File: src/rtl/apb_upio_gen_if.sv
// APB slave bus bundle for the user I/O block.
interface apb_upio_gen_if #(
   parameter int ADDR_WIDTH = 12
);
   logic [ADDR_WIDTH-1:0] PADDR;
   logic [31:0]           PWDATA;
   logic                  PWRITE;
   logic                  PSEL;
   logic                  PENABLE;
   logic [31:0]           PRDATA;
   logic                  PREADY;
   logic                  PSLVERR;

   modport master (
      output PADDR, PWDATA, PWRITE, PSEL, PENABLE,
      input  PRDATA, PREADY, PSLVERR
   );

   modport slave (
      input  PADDR, PWDATA, PWRITE, PSEL, PENABLE,
      output PRDATA, PREADY, PSLVERR
   );
endinterface

File: src/rtl/apb_upio_gen.sv
// APB user I/O block: direction/output registers, synchronized pin inputs
// and per-pin edge/level interrupts with W1C status.

// One pin's input path: synchronizer, history flop and sticky status bit.
module apb_upio_gen_lane #(
   parameter int SYNC_STAGES = 2
) (
   input  logic clk,
   input  logic rst,
   input  logic pin,
   input  logic en,
   input  logic typ,
   input  logic pol,
   input  logic clr,
   output logic in_bit,
   output logic stat
);
   logic [SYNC_STAGES-1:0] sync;
   logic                   prev;
   logic                   evt;

   assign in_bit = sync[SYNC_STAGES-1];

   // shift the raw pin through the synchronizer; prev tracks the last IN
   always_ff @(posedge clk or posedge rst) begin
      if (rst) begin
         sync <= '0;
         prev <= 1'b0;
      end else begin
         sync <= {sync[SYNC_STAGES-2:0], pin};
         prev <= in_bit;
      end
   end

   // event detect: level mode looks at IN only, edge mode compares with prev
   always_comb begin
      evt = 1'b0;
      if (typ) evt = pol ? ~in_bit : in_bit;
      else     evt = pol ? (~in_bit & prev) : (in_bit & ~prev);
   end

   // sticky status; a new event beats a same-cycle W1C clear
   always_ff @(posedge clk or posedge rst) begin
      if (rst) stat <= 1'b0;
      else     stat <= (en & evt) | (stat & ~clr);
   end
endmodule

module apb_upio_gen #(
   parameter int APB_ADDR_WIDTH = 12,
   parameter int UPIO_WIDTH     = 8,
   parameter int SYNC_STAGES    = 2
) (
   input  logic                  clk_i,
   input  logic                  rst_i,
   apb_upio_gen_if.slave         apb,
   input  logic [UPIO_WIDTH-1:0] upio_in_i,
   output logic [UPIO_WIDTH-1:0] upio_out_o,
   output logic [UPIO_WIDTH-1:0] upio_dir_o,
   output logic                  int_o
);
   localparam int IW = APB_ADDR_WIDTH - 2;
   localparam logic [IW-1:0] A_DIR  = IW'(0);
   localparam logic [IW-1:0] A_OUT  = IW'(1);
   localparam logic [IW-1:0] A_SET  = IW'(2);
   localparam logic [IW-1:0] A_CLR  = IW'(3);
   localparam logic [IW-1:0] A_IN   = IW'(4);
   localparam logic [IW-1:0] A_EN   = IW'(5);
   localparam logic [IW-1:0] A_TYPE = IW'(6);
   localparam logic [IW-1:0] A_POL  = IW'(7);
   localparam logic [IW-1:0] A_STAT = IW'(8);

   logic [IW-1:0]         idx;
   logic                  access, mapped, err, wr;
   logic [UPIO_WIDTH-1:0] wdata, clr_mask;
   logic [UPIO_WIDTH-1:0] dir_q, out_q, en_q, type_q, pol_q;
   logic [UPIO_WIDTH-1:0] in_w, stat_w;
   logic [31:0]           rdata;

   assign idx    = apb.PADDR[APB_ADDR_WIDTH-1:2];
   assign wdata  = apb.PWDATA[UPIO_WIDTH-1:0];
   assign access = apb.PSEL & apb.PENABLE;
   assign mapped = (idx <= A_STAT);
   // unmapped addresses and writes to the read-only IN register are rejected
   assign err    = ~mapped | (apb.PWRITE & (idx == A_IN));
   assign wr     = access & apb.PWRITE & ~err;

   assign apb.PREADY  = 1'b1;
   assign apb.PSLVERR = access & err & ~rst_i;

   // byte-lane bits and unused upper write data are intentionally ignored
   logic unused_addr;
   assign unused_addr = ^apb.PADDR[1:0];
   generate
      if (UPIO_WIDTH < 32) begin : g_wpad
         logic unused_wdata;
         assign unused_wdata = ^apb.PWDATA[31:UPIO_WIDTH];
      end
   endgenerate

   // software-visible control registers
   always_ff @(posedge clk_i or posedge rst_i) begin
      if (rst_i) begin
         dir_q  <= '0;
         out_q  <= '0;
         en_q   <= '0;
         type_q <= '0;
         pol_q  <= '0;
      end else if (wr) begin
         case (idx)
            A_DIR:   dir_q  <= wdata;
            A_OUT:   out_q  <= wdata;
            A_SET:   out_q  <= out_q | wdata;
            A_CLR:   out_q  <= out_q & ~wdata;
            A_EN:    en_q   <= wdata;
            A_TYPE:  type_q <= wdata;
            A_POL:   pol_q  <= wdata;
            default: ;
         endcase
      end
   end

   assign clr_mask = (wr && idx == A_STAT) ? wdata : '0;

   genvar i;
   generate
      for (i = 0; i < UPIO_WIDTH; i++) begin : g_lane
         apb_upio_gen_lane #(.SYNC_STAGES(SYNC_STAGES)) u_lane (
            .clk    (clk_i),
            .rst    (rst_i),
            .pin    (upio_in_i[i]),
            .en     (en_q[i]),
            .typ    (type_q[i]),
            .pol    (pol_q[i]),
            .clr    (clr_mask[i]),
            .in_bit (in_w[i]),
            .stat   (stat_w[i])
         );
      end
   endgenerate

   // read mux; rejected accesses and write-only registers return zero
   always_comb begin
      rdata = '0;
      if (apb.PSEL && !err && !rst_i) begin
         case (idx)
            A_DIR:   rdata[UPIO_WIDTH-1:0] = dir_q;
            A_OUT:   rdata[UPIO_WIDTH-1:0] = out_q;
            A_IN:    rdata[UPIO_WIDTH-1:0] = in_w;
            A_EN:    rdata[UPIO_WIDTH-1:0] = en_q;
            A_TYPE:  rdata[UPIO_WIDTH-1:0] = type_q;
            A_POL:   rdata[UPIO_WIDTH-1:0] = pol_q;
            A_STAT:  rdata[UPIO_WIDTH-1:0] = stat_w;
            default: rdata = '0;
         endcase
      end
   end

   assign apb.PRDATA = rdata;
   assign upio_out_o = out_q;
   assign upio_dir_o = dir_q;
   assign int_o      = |(stat_w & en_q);
endmodule

File: src/flat_wrapper.sv
// flat-port wrapper written by rule: the top's interface ports become plain ports
module apb_upio_gen_flat 
#(
   parameter int APB_ADDR_WIDTH = 12,
   parameter int UPIO_WIDTH     = 8,
   parameter int SYNC_STAGES    = 2
)
  (clk_i, rst_i, upio_in_i, upio_out_o, upio_dir_o, int_o, apb_PADDR, apb_PWDATA, apb_PWRITE, apb_PSEL, apb_PENABLE, apb_PRDATA, apb_PREADY, apb_PSLVERR);
  apb_upio_gen_if #(.ADDR_WIDTH((12))) apb_i ();
  input  logic clk_i;
  input  logic rst_i;
  input  logic [UPIO_WIDTH-1:0] upio_in_i;
  output logic [UPIO_WIDTH-1:0] upio_out_o;
  output logic [UPIO_WIDTH-1:0] upio_dir_o;
  output logic int_o;
  input wire logic [$bits(apb_i.PADDR)-1:0] apb_PADDR;
  input wire logic [$bits(apb_i.PWDATA)-1:0] apb_PWDATA;
  input wire logic [$bits(apb_i.PWRITE)-1:0] apb_PWRITE;
  input wire logic [$bits(apb_i.PSEL)-1:0] apb_PSEL;
  input wire logic [$bits(apb_i.PENABLE)-1:0] apb_PENABLE;
  output wire logic [$bits(apb_i.PRDATA)-1:0] apb_PRDATA;
  output wire logic [$bits(apb_i.PREADY)-1:0] apb_PREADY;
  output wire logic [$bits(apb_i.PSLVERR)-1:0] apb_PSLVERR;
  assign apb_i.PADDR = apb_PADDR;
  assign apb_i.PWDATA = apb_PWDATA;
  assign apb_i.PWRITE = apb_PWRITE;
  assign apb_i.PSEL = apb_PSEL;
  assign apb_i.PENABLE = apb_PENABLE;
  assign apb_PRDATA = apb_i.PRDATA;
  assign apb_PREADY = apb_i.PREADY;
  assign apb_PSLVERR = apb_i.PSLVERR;
  apb_upio_gen #(.APB_ADDR_WIDTH(APB_ADDR_WIDTH), .UPIO_WIDTH(UPIO_WIDTH), .SYNC_STAGES(SYNC_STAGES)) u_core (.clk_i(clk_i), .rst_i(rst_i), .apb(apb_i), .upio_in_i(upio_in_i), .upio_out_o(upio_out_o), .upio_dir_o(upio_dir_o), .int_o(int_o));
endmodule
File: config.mk
export PLATFORM = sky130hd
export DESIGN_NAME = apb_upio_gen_flat
export DESIGN_NICKNAME = d
export VERILOG_FILES = /design/src/rtl/apb_upio_gen_if.sv /design/src/rtl/apb_upio_gen.sv /design/src/flat_wrapper.sv
export SDC_FILE = /design/constraint.sdc
export NUM_CORES = 1
export LEC_CHECK = 0
export BUFFER_PORTS_ARGS = -buffer_cell sky130_fd_sc_hd__buf_2
export CAP_MARGIN = 40
export CORE_MARGIN = 8
export CORE_UTILIZATION = 35
export DETAILED_ROUTE_END_ITERATION = 6
export SLEW_MARGIN = 30
export SYNTH_ARGS = -nofsm -noshare
export SYNTH_HDL_FRONTEND = slang
export SYNTH_SLANG_ARGS = --single-unit
File: constraint.sdc
create_clock -name clk_i -period 3.03 [get_ports clk_i]
set_input_delay 0.1515 -clock clk_i [delete_from_list [all_inputs] [get_ports clk_i]]
set_output_delay 0.1515 -clock clk_i [all_outputs]
set_load 0.005 [all_outputs]
Word level (Yosys, flattened, before mapping)

Cells that the tools add are included.

Register bits: 72
Bits in latches: 0
Bits in writable memories: 0
Bits in read-only memories: 0
Output and inout bits: 51
Memories: 0

$add $sub $neg: 0
Multiply operators: 0
Divide/modulo/power cells: 0
Order comparisons: 1
Eq/ne operators: 8
Shift-type cells: 0
Mux-type cells: 28
Bitwise gates (word level): 78
Reduce and logical (&&, ||, !) cells: 13

Operator list:

| kind                                                                              | number |
|---|---|
| 8-bit case mux with 7 select lines                                                | 1 |
| 10-bit by 3-bit == test with 1-bit output, second input constant                  | 4 |
| 1-bit AND                                                                         | 38 |
| 1-bit NOT                                                                         | 27 |
| 1-bit two-way mux                                                                 | 24 |
| 8-bit case mux with 3 select lines                                                | 1 |
| 10-bit by 2-bit == test with 1-bit output, second input constant                  | 2 |
| 8-bit AND                                                                         | 2 |
| 8-bit two-way mux                                                                 | 2 |
| 10-bit by 1-bit == test with 1-bit output, second input constant                  | 1 |
| 10-bit by 4-bit == test with 1-bit output, second input constant                  | 1 |
| 10-bit by 4-bit less-or-equal comparator with 1-bit output, second input constant | 1 |
| 10-bit zero test                                                                  | 1 |
| 2-bit AND reduction                                                               | 5 |
| 1-bit bitwise OR                                                                  | 9 |
| 8-bit NOT                                                                         | 1 |
| 8-bit bitwise OR                                                                  | 1 |
| 8-bit OR reduction                                                                | 1 |
| 1-bit logical AND                                                                 | 3 |
| 3-bit nonzero test                                                                | 1 |
| 1-bit zero test                                                                   | 2 |

Logic depth before layout (Yosys ltp)

Gate-level depths: netlist of the first run.

Depth in word-level cells: 10
Depth in mapped cells: 6
Mapped depth without buffers: 4

Cells and area by module

From an unflattened synthesis of the first run, not the netlist that was laid out.

Cells, all modules: 342
Area, all modules: 3932.5 sq um

Modules (own cells, without submodules):

| module            | times used | cells each | area each (sq um) | seq. area each (sq um) |
|---|---|---|---|---|
| apb_upio_gen      | 1          | 254        | 2671.3            | 1001.0 |
| apb_upio_gen_lane | 8          | 11         | 157.7             | 100.1 |

Least setup slack after synthesis of the first run

OpenSTA, ideal clock, no wires.

Kind: input to output
From: input port rst_i
To: output port apb_PSLVERR
Data arrival time: 2.077 ns
Data required time: 2.878 ns
Path slack: 0.802 ns
Stages: 2
Buffers on the path: 0
Cell sequence: inv_1 -> and4_1

Cells in the longest elaborated chain, start to end: 2

Ends and longest elaborated chain:

| item            | line               | text |
|---|---|---|
| start, declared | flat_wrapper.sv:11 | `input logic rst_i;` |
| 1-bit NOT       | apb_upio_gen.sv:89 | `assign apb.PSLVERR = access & err & ~rst_i;` |
| 1-bit AND       | apb_upio_gen.sv:89 |  |
| end, declared   | flat_wrapper.sv:23 | `output wire logic [$bits(apb_i.PSLVERR)-1:0] apb_PSLVERR;` |

No other way between the ends.

Final worst setup path of the first run

From: input port apb_PADDR[4]
To: output port apb_PRDATA[4]

Cells in the longest elaborated chain, start to end: 7

Ends and longest elaborated chain:

| item                                                                                                                    | line                                                        | text |
|---|---|---|
| start, declared                                                                                                         | flat_wrapper.sv:16                                          | `input wire logic [$bits(apb_i.PADDR)-1:0] apb_PADDR;` |
| 10-bit by 4-bit less-or-equal comparator with 1-bit output or 10-bit by 3-bit == test with 1-bit output (tied branches) | apb_upio_gen.sv:83, apb_upio_gen.sv:85, apb_upio_gen.sv:146 |  |
| 1-bit NOT or 1-bit AND (tied branches)                                                                                  | apb_upio_gen.sv:85                                          | `assign err = ~mapped \| (apb.PWRITE & (idx == A_IN));` |
| 1-bit bitwise OR                                                                                                        | apb_upio_gen.sv:85                                          |  |
| 1-bit zero test                                                                                                         | apb_upio_gen.sv:145                                         | `if (apb.PSEL && !err && !rst_i) begin` |
| 1-bit logical AND (2 in series)                                                                                         | apb_upio_gen.sv:145                                         |  |
| 8-bit two-way mux *                                                                                                     | apb_upio_gen.sv:145                                         |  |
| end, declared                                                                                                           | flat_wrapper.sv:21                                          | `output wire logic [$bits(apb_i.PRDATA)-1:0] apb_PRDATA;` |

Mark *: on every way between the ends. The rest lies on a longest branch, timed or not.

==> impl_metrics.env, run 1 <==
export IMPL_boundaryPins=108
export IMPL_insertedDiodeCount=0
export IMPL_finalHoldViolCount=0
export IMPL_period_needed_ps=2040
export IMPL_clockBufferDepth=2
export IMPL_crit_type="in2out"
export IMPL_max_cap_violations=0
export IMPL_wl_per_cell_microns=18.0
export IMPL_grt_first_pass_wirelength_microns=14900
export IMPL_clockRootBuffer="clkbuf_8"
export IMPL_ys_seq_area_share_pct=49.1
export IMPL_holdWs_ps=120
export IMPL_cts_tree="yes"
export IMPL_cts_buffers=9
export IMPL_post_dp_cell_area_sq_um=4030
export IMPL_cp_start_kind="input pin"
export IMPL_via_count=2689
export IMPL_area_growth_pct=16.5
export IMPL_synthTopCellsByArea="dfrtp_1 49%, mux2i_1 6.6%, mux2_4 6.6%, buf_4 5.3%, mux2_2 4.9%"
export IMPL_floorplan_initialDensity_pct=35.8
export IMPL_tightestPinTransition_ps=757
export IMPL_r2r_end="u_core.g_lane[4].u_lane.stat"
export IMPL_nNetsFinal=441
export IMPL_regToRegSetupSlack_ps=2080
export IMPL_layout_drive_gt1_share_pct=30.4
export IMPL_synth_top_area_share_pct=49.1
export IMPL_yosysTopAreaCell="dfrtp_1"
export IMPL_hold_depth=2
export IMPL_fill_cells=1008
export IMPL_p_leak_nw=2.06
export IMPL_synth_main_ff_cell="dfrtp_1"
export IMPL_ff2ff_path_depth=3
export IMPL_setup_viol=0
export IMPL_synth_cell_types=41
export IMPL_hp_start="apb_PWDATA[0]"
export IMPL_dr_pass1_iters=4
export IMPL_power_total_mw=1.78
export IMPL_drt_initial_drc_count=141
export IMPL_synthCells=312
export IMPL_tns_ps=0
export IMPL_antenna_found_initial=0
export IMPL_grt_start_max_net_pins=46
export IMPL_core_sq_um=10200
export IMPL_drc=0
export IMPL_max_freq_mhz=489
export IMPL_die_height_microns=118
export IMPL_place_gp_congestion=0.804
export IMPL_utilization_pct=41.8
export IMPL_yosys_warnings=0
export IMPL_slew_headroom_pct=49.6
export IMPL_critPathMaxFanout=23
export IMPL_synthTopCellsByCount="72 x dfrtp_1, 26 x buf_4, 24 x mux2i_1, 17 x o21ai_0"
export IMPL_std_cell_rows=37
export IMPL_syn_area_per_cell_sq_um=11.8
export IMPL_rsz0062_at_grt="no"
export IMPL_gr_total_overflow=0
export IMPL_portBuffers=56
export IMPL_die_w_microns=118
export IMPL_viasPerCell=5.13
export IMPL_status="finished clean"
export IMPL_fin_area_sq_um=4270
export IMPL_syn_area_sq_um=3670
export IMPL_hold_path_class="in2reg"
export IMPL_cts_sinks=72
export IMPL_ys_seq_elements=72
export IMPL_postRouteWirelength_microns=9450
export IMPL_crit_start="apb_PADDR[4]"
export IMPL_r2r_start="u_core.pol_q[4]"
export IMPL_clock_latency_ps=350
export IMPL_end_kind="output pin"
export IMPL_ir_drop_uv=224
export IMPL_synth_edf_count=0
export IMPL_grt_usage_pct=13.5
export IMPL_cts_setup_buffers=0
export IMPL_final_max_slew_viol_count=0
export IMPL_holdPathEnd="u_core.pol_q[0]"
export IMPL_ant_nets=0
export IMPL_critical_path_required_ps=2880
export IMPL_first_global_vias=2725
export IMPL_yosysMostFrequentCell="dfrtp_1"
export IMPL_critical_path_arrival_ps=1890
export IMPL_h_tree_depth=3
export IMPL_fin_skew_ps=7.97
export IMPL_clk_pin_slew_ps=70
export IMPL_async_flop_share_pct=100
export IMPL_power_density_nw_per_um2=417
export IMPL_dpl_hpwl_microns=6520
export IMPL_die_area_sq_um=14000
export IMPL_fin_crit_sh_pct=67.5
==> through the flow <==
step,cells,setup slack (ps)
after floorplan,335,802
after global placement,500,771
after detailed placement,500,703
after CTS,524,1000
after global routing,524,866
final,524,986
==> cell type report <==
cell class	instances	area (sq um)	area share (%)
multi-input combinational	211	1640	38.3
sequential	72	1800	42.2
clock buffer	11	131	3.07
inverter	12	45.0	1.05
timing repair buffer	78	468	10.9
tap	136	170	3.98
clock inverter	4	22.5	0.527
==> critical path, cell delays in order <==
cell and delay, ps:
buf_2 440, nor2b_1 570, buf_4 250, o2bb2ai_1 120, a21oi_1 80, nor2_1 130, buf_2 140
==> flip-flops by register name, indices dropped and copies added, names as in the netlist <==
register,flops
u_core.g_lane.u_lane.sync,16
u_core.en_q,8
u_core.g_lane.u_lane.prev,8
u_core.g_lane.u_lane.stat,8
u_core.pol_q,8
u_core.type_q,8
u_core.upio_dir_o,8
u_core.upio_out_o,8
==> cell usage in the layout, fill, tap and decap left out, types with 10 or more instances in the layout <==
cell type / Yosys / layout
mux2_2: 16 / 16
buf_2: 1 / 56
conb_1: 2 / 25
nor2_1: 11 / 11
buf_4: 26 / 13
mux2_4: 16 / 16
a21oi_1: 10 / 10
nor3b_1: 10 / 10
dfrtp_1: 72 / 72
mux2i_1: 24 / 24
inv_1: 12 / 11
o21ai_0: 17 / 17
==> per-layer routing <==
layer  GRT usage [%]  vias up  part of all wire, %
met5               0        -                    0
met1            18.0     1330                   45
met4            4.32        0                  1.3
li1                -     1220                    -
met3            4.76       11                  9.5
met2            20.1      128                   44
==> how the worst max path moves through the flow <==
stage,end,slack (ps)
after floorplan,apb_PSLVERR,800
after global placement,u_core.pol_q[7],770
after detailed placement,u_core.pol_q[5],700
after CTS,apb_PRDATA[4],1000
after global routing,apb_PRDATA[6],870
final,apb_PRDATA[4],990
==> kinds of logic after synthesis <==
kind of cell,after synthesis,synth area share (%)
DFF,72,49.1
AOI/OAI and AO/OA,66,11.9
muxes,56,18.0
buffers and inverters,52,8.63
and+or+nand+nor,50,8.73
xor gates and xnor gates,14,3.34
other,2,0.205
==> where the power goes <==
| part | internal [mW] | switching [mW] |
|---|---|---|
| clock | 0.289 | 0.343 |
| combinational | 0.0601 | 0.0984 |
| sequential | 0.980 | 0.0123 |
==> timing repair <==
action | in CTS | in global routing
hold buffers | 9 | 0
endpoints found under the hold margin | 35 | 0
resized for setup | 0 | 0
Power figures use the tool's default switching activity.
==> run 2: changes to the inputs <==
clock period = 1.8 ns   (was 3.03 ns; I/O delays follow)
==> impl_metrics.env, run 2 (synthesis gave the netlist of run 1 again) <==
export IMPL_status="finished clean"
export IMPL_utilization_pct=44.4
export IMPL_grt_start_max_net_pins=73
export IMPL_power_switching_mw=0.826
export IMPL_clk_pin_slew_ps=80
export IMPL_final_cell_mix="72 x dfrtp_1, 56 x buf_2, 31 x buf_4, 25 x conb_1, 24 x mux2i_1"
export IMPL_fin_skew_ps=10.7
export IMPL_first_global_vias=2850
export IMPL_area_growth_pct=24.0
export IMPL_fin_crit_sh_pct=97.7
export IMPL_die_height_microns=118
export IMPL_grt_util_met1_pct=18.6
export IMPL_dr_pass1_iters=4
export IMPL_layout_drive_gt1_share_pct=34.8
export IMPL_largest_reg_flops=16
export IMPL_grt_usage_pct=14.4
export IMPL_switching_share_pct=23.5
export IMPL_instances_no_fill=544
export IMPL_power_total_mw=3.51
export IMPL_finalHoldViolCount=0
export IMPL_cts_buffers=9
export IMPL_clock_latency_ps=360
export IMPL_dpl_hpwl_microns=6950
export IMPL_clockRootBuffer="clkbuf_8"
export IMPL_gr_total_overflow=0
export IMPL_tns_ps=0
export IMPL_fill_cells=1010
export IMPL_die_area_sq_um=14000
export IMPL_layout_commonest_cell="dfrtp_1"
export IMPL_final_max_slew_viol_count=0
export IMPL_portBuffers=56
export IMPL_insertedDiodeCount=0
export IMPL_r2r_end="u_core.g_lane[4].u_lane.stat"
export IMPL_via_count=2678
export IMPL_ir_drop_uv=507
export IMPL_max_cap_violations=0
export IMPL_wl_per_cell_microns=18.1
export IMPL_met3_usage_pct=4.38
export IMPL_critical_path_arrival_ps=1670
export IMPL_setup_viol=0
export IMPL_regMostFlops="u_core.g_lane.u_lane.sync"
export IMPL_end_kind="output pin"
export IMPL_internal_power_mw=2.69
export IMPL_power_density_nw_per_um2=773
export IMPL_pwr_share_seq_pct=47.5
export IMPL_cts_setup_buffers=0
export IMPL_std_cell_rows=37
export IMPL_core_sq_um=10200
export IMPL_boundaryPins=108
export IMPL_h_tree_depth=3
export IMPL_grt_busiest_layer="met2"
export IMPL_use_met2_pct=22.0
export IMPL_critical_path_required_ps=1710
export IMPL_floorplan_initialDensity_pct=35.8
export IMPL_drt_initial_drc_count=102
export IMPL_postRouteWirelength_microns=9850
export IMPL_pwr_share_clk_pct=44.1
export IMPL_nNetsFinal=461
export IMPL_p_leak_nw=2.19
export IMPL_antenna_found_initial=0
export IMPL_period_needed_ps=1760
export IMPL_ff2ff_path_depth=3
export IMPL_cts_sinks=72
export IMPL_cp_start_kind="input pin"
export IMPL_regToRegSetupSlack_ps=820
export IMPL_hold_depth=3
export IMPL_hold_path_class="in2reg"
export IMPL_die_w_microns=118
export IMPL_crit_path_end="apb_PRDATA[7]"
export IMPL_max_freq_mhz=569
export IMPL_drc=0
export IMPL_placed_cells=520
export IMPL_cts_tree="yes"
export IMPL_clockBufferDepth=2
export IMPL_critPathMaxFanout=6
export IMPL_place_gp_congestion=0.799
export IMPL_p_comb_share_pct=8.4
export IMPL_ant_nets=0
export IMPL_crit_type="in2out"
export IMPL_grt_first_pass_wirelength_microns=15800
export IMPL_r2r_start="u_core.pol_q[4]"
export IMPL_viasPerCell=4.92
export IMPL_crit_start="rst_i"
==> run 2: worst min-delay path by stage <==
| stage | startpoint | end | slack, ps |
|---|---|---|---|
| after floorplan | upio_in_i[0] | u_core.g_lane[0].u_lane.sync[0] | 120 |
| after global placement | upio_in_i[1] | u_core.g_lane[1].u_lane.sync[0] | 200 |
| after detailed placement | upio_in_i[4] | u_core.g_lane[4].u_lane.sync[0] | 200 |
| after CTS | apb_PWDATA[7] | u_core.upio_out_o[7] | 30 |
| after global routing | apb_PWDATA[4] | u_core.en_q[4] | 30 |
| final | apb_PWDATA[7] | u_core.upio_out_o[7] | 50 |
==> run 2: final cells by class <==
class,instances,area [sq um],area share [%]
sequential,72,1800,39.6
multi-input combinational,211,1650,36.3
tap,136,170,3.74
clock inverter,5,106,2.34
clock buffer,10,128,2.81
timing repair buffer,98,643,14.1
inverter,12,48.8,1.07
==> run 2: worst max-delay path, stage by stage <==
cell	delay [ps]
dlygate4sd3_1	530
buf_2	140
nand2b_1	150
a21oi_2	130
o2111ai_2	160
buf_4	210
nor2_1	130
buf_2	130
==> run 2: routing by layer <==
layer | vias to the layer above | part of all wire [%]
li1 | 1262 | -
met1 | 1309 | 45
met2 | 98 | 47
met3 | 9 | 6.5
met4 | 0 | 1.3
met5 | - | 0
==> run 2: power by group through the flow <==
stage	clock network (mW)	logic [mW]	registers [mW]
after floorplan	0	0.190	1.70
after global placement	0	0.274	1.70
after detailed placement	0	0.278	1.70
after CTS	1.58	0.293	1.67
after global routing	1.64	0.329	1.67
final	1.55	0.296	1.67
==> run 2: through the flow <==
stage | hold slack [ps] | area, sq um | worst slack [ps]
floorplan | 121 | 3760 | 115
global placement | 197 | 4210 | -44.4
detailed placement | 199 | 4210 | -76.0
CTS | 29.6 | 4530 | 44.1
global route | 34.3 | 4550 | -41.2
finish | 47.4 | 4550 | 41.2
==> run 2: what timing repair did <==
action,CTS,global route
hold buffers,9,0
hold endpoints to repair,80,0
gates resized for setup,0,3
endpoints found under the setup margin,0,5
==> run 3: changes to the inputs <==
BUFFER_PORTS_ARGS = not set   (was -buffer_cell sky130_fd_sc_hd__buf_2)
CORE_UTILIZATION = 57   (was 35)
CTS_CLUSTER_DIAMETER = 100   (was not set)
DONT_BUFFER_PORTS = 1   (was not set)
PLACE_DENSITY = 0.75   (was not set)
==> impl_metrics.env, run 3 (synthesis gave the netlist of run 1 again) <==
export IMPL_grt_usage_pct=20.7
export IMPL_pwr_share_seq_pct=54.9
export IMPL_critical_path_arrival_ps=1460
export IMPL_power_total_mw=3.04
export IMPL_holdPathEnd="u_core.upio_out_o[5]"
export IMPL_grt_first_pass_wirelength_microns=14200
export IMPL_period_needed_ps=1550
export IMPL_h_tree_depth=3
export IMPL_power_switching_mw=0.698
export IMPL_path_cells="dlygate4sd3_1, clkinvlp_4, and4_1"
export IMPL_wl_per_cell_microns=21.4
export IMPL_clockRootBuffer="clkbuf_8"
export IMPL_std_cell_rows=29
export IMPL_die_area_sq_um=9260
export IMPL_area_growth_pct=11.8
export IMPL_critical_path_top_delay_family="buffers and inverters"
export IMPL_layout_drive_gt1_share_pct=19.7
export IMPL_portBuffers=0
export IMPL_max_cap_violations=0
export IMPL_critical_path_required_ps=1710
export IMPL_antenna_found_initial=0
export IMPL_hp_start="apb_PADDR[3]"
export IMPL_dpl_hpwl_microns=6090
export IMPL_cts_buffers=9
export IMPL_cts_sinks=72
export IMPL_first_global_vias=2576
export IMPL_fin_crit_sh_pct=86.2
export IMPL_place_gp_congestion=0.852
export IMPL_floorplan_initialDensity_pct=58.4
export IMPL_hold_depth=3
export IMPL_regToRegSetupSlack_ps=850
export IMPL_critPathMaxFanout=22
export IMPL_cts_tree="yes"
export IMPL_finalHoldViolCount=0
export IMPL_r2r_start="u_core.pol_q[4]"
export IMPL_end_kind="output pin"
export IMPL_ff2ff_path_depth=3
export IMPL_multi_input_area_sq_um=1640
export IMPL_dr_pass1_iters=4
export IMPL_fin_skew_ps=5.55
export IMPL_cpMaxStageDelayCell="dlygate4sd3_1"
export IMPL_drc=0
export IMPL_critical_path_max_stage_delay_ps=580
export IMPL_clockBufferDepth=2
export IMPL_rsz0062_at_grt="no"
export IMPL_final_max_slew_viol_count=0
export IMPL_fin_area_sq_um=4100
export IMPL_nNetsFinal=400
export IMPL_pwr_share_clk_pct=37.9
export IMPL_drt_initial_drc_count=185
export IMPL_postRouteWirelength_microns=9070
export IMPL_crit_buf_inv=2
export IMPL_r2r_end="u_core.g_lane[4].u_lane.stat"
export IMPL_ant_nets=0
export IMPL_holdWs_ps=70.6
export IMPL_layout_commonest_cell="dfrtp_1"
export IMPL_power_density_nw_per_um2=742
export IMPL_switching_share_pct=22.9
export IMPL_clk_pin_slew_ps=70
export IMPL_slew_headroom_pct=65.5
export IMPL_clock_latency_ps=350
export IMPL_final_cell_mix="72 x dfrtp_1, 25 x conb_1, 24 x mux2i_1, 18 x buf_4"
export IMPL_status="finished clean"
export IMPL_fill_cells=486
export IMPL_tns_ps=0
export IMPL_regMostFlops="u_core.g_lane.u_lane.sync"
export IMPL_post_dp_cell_area_sq_um=3760
export IMPL_hold_path_class="in2reg"
export IMPL_insertedDiodeCount=0
export IMPL_tightestPinTransition_ps=516
export IMPL_viasPerCell=6.08
export IMPL_max_freq_mhz=644
export IMPL_largest_reg_flops=16
export IMPL_crit_type="in2out"
export IMPL_ir_drop_uv=583
export IMPL_seqCellArea_sq_um=1800
export IMPL_setup_slack_ps=248
export IMPL_die_w_microns=96.2
export IMPL_setup_viol=0
export IMPL_dp_slack_ps=68.3
export IMPL_internal_power_mw=2.35
export IMPL_boundaryPins=108
export IMPL_via_count=2573
export IMPL_grt_start_max_net_pins=53
export IMPL_cp_start_kind="input pin"
export IMPL_die_height_microns=96.2
export IMPL_core_sq_um=6280
export IMPL_gr_total_overflow=0
export IMPL_p_comb_share_pct=7.2
export IMPL_p_leak_nw=1.87
==> run 3: cell types whose count changed in the layout (fill, tap and decap cells not counted), sizes merged <==
cell and delta:
buf -69, bufinv -3, clkbuf +4, clkinv -1, clkinvlp -1, dlygate4sd3 +8
==> run 3: per-stage QoR <==
stage / std cells / utilization (%)
2_1_floorplan: 335 / -
3_3_place_gp: 392 / 59.9
3_5_place_dp: 392 / 59.9
4_1_cts: 423 / 65.3
5_1_grt: 423 / 65.3
6_report: 423 / 65.3
==> run 3: worst register-to-register path, cell delays in order, from the launching register on <==
cell and delay (ps):
dfrtp_1 430, xnor2_1 150, o211ai_1 200, nand2_1 70
==> run 3: worst max-delay path by stage <==
| stage | endpoint | startpoint | depth (start not counted) |
|---|---|---|---|
| floorplan | u_core.type_q[0] | apb_PADDR[9] | 5 |
| global placement | u_core.upio_dir_o[6] | apb_PADDR[9] | 6 |
| detailed placement | u_core.upio_dir_o[0] | apb_PADDR[9] | 6 |
| CTS | apb_PSLVERR | rst_i | 3 |
| global route | apb_PSLVERR | rst_i | 3 |
| finish | apb_PSLVERR | rst_i | 3 |
==> run 3: layout make-up <==
| class | instances | area share, % |
|---|---|---|
| clock buffer | 14 | 4.21 |
| inverter | 12 | 1.19 |
| multi-input combinational | 211 | 39.9 |
| sequential | 72 | 43.9 |
| tap | 77 | 2.35 |
| timing repair buffer | 37 | 8.42 |
==> run 3: power groups by stage <==
stage                     logic [mW]  registers (mW)  clock network, mW
final                          0.219            1.67               1.15
after global routing           0.242            1.67               1.24
after CTS                      0.218            1.67               1.16
after detailed placement       0.176            1.70                  0
after global placement         0.171            1.70                  0
after floorplan                0.190            1.70                  0
==> run 3: layer usage <==
metal / GRT usage, % / vias to the layer above / share of wire, %
met4: 8.71 / 0 / 1.9
met2: 31.9 / 114 / 47
met5: 0 / - / 0
met1: 26.5 / 1300 / 41
li1: - / 1144 / -
met3: 6.24 / 15 / 10
==> run 3: repair_timing <==
action | 4_1_cts | 5_1_grt
buffers inserted | 0 | 0
resized for setup | 0 | 0
hold endpoints to repair | 76 | 0
hold buffers | 17 | 0
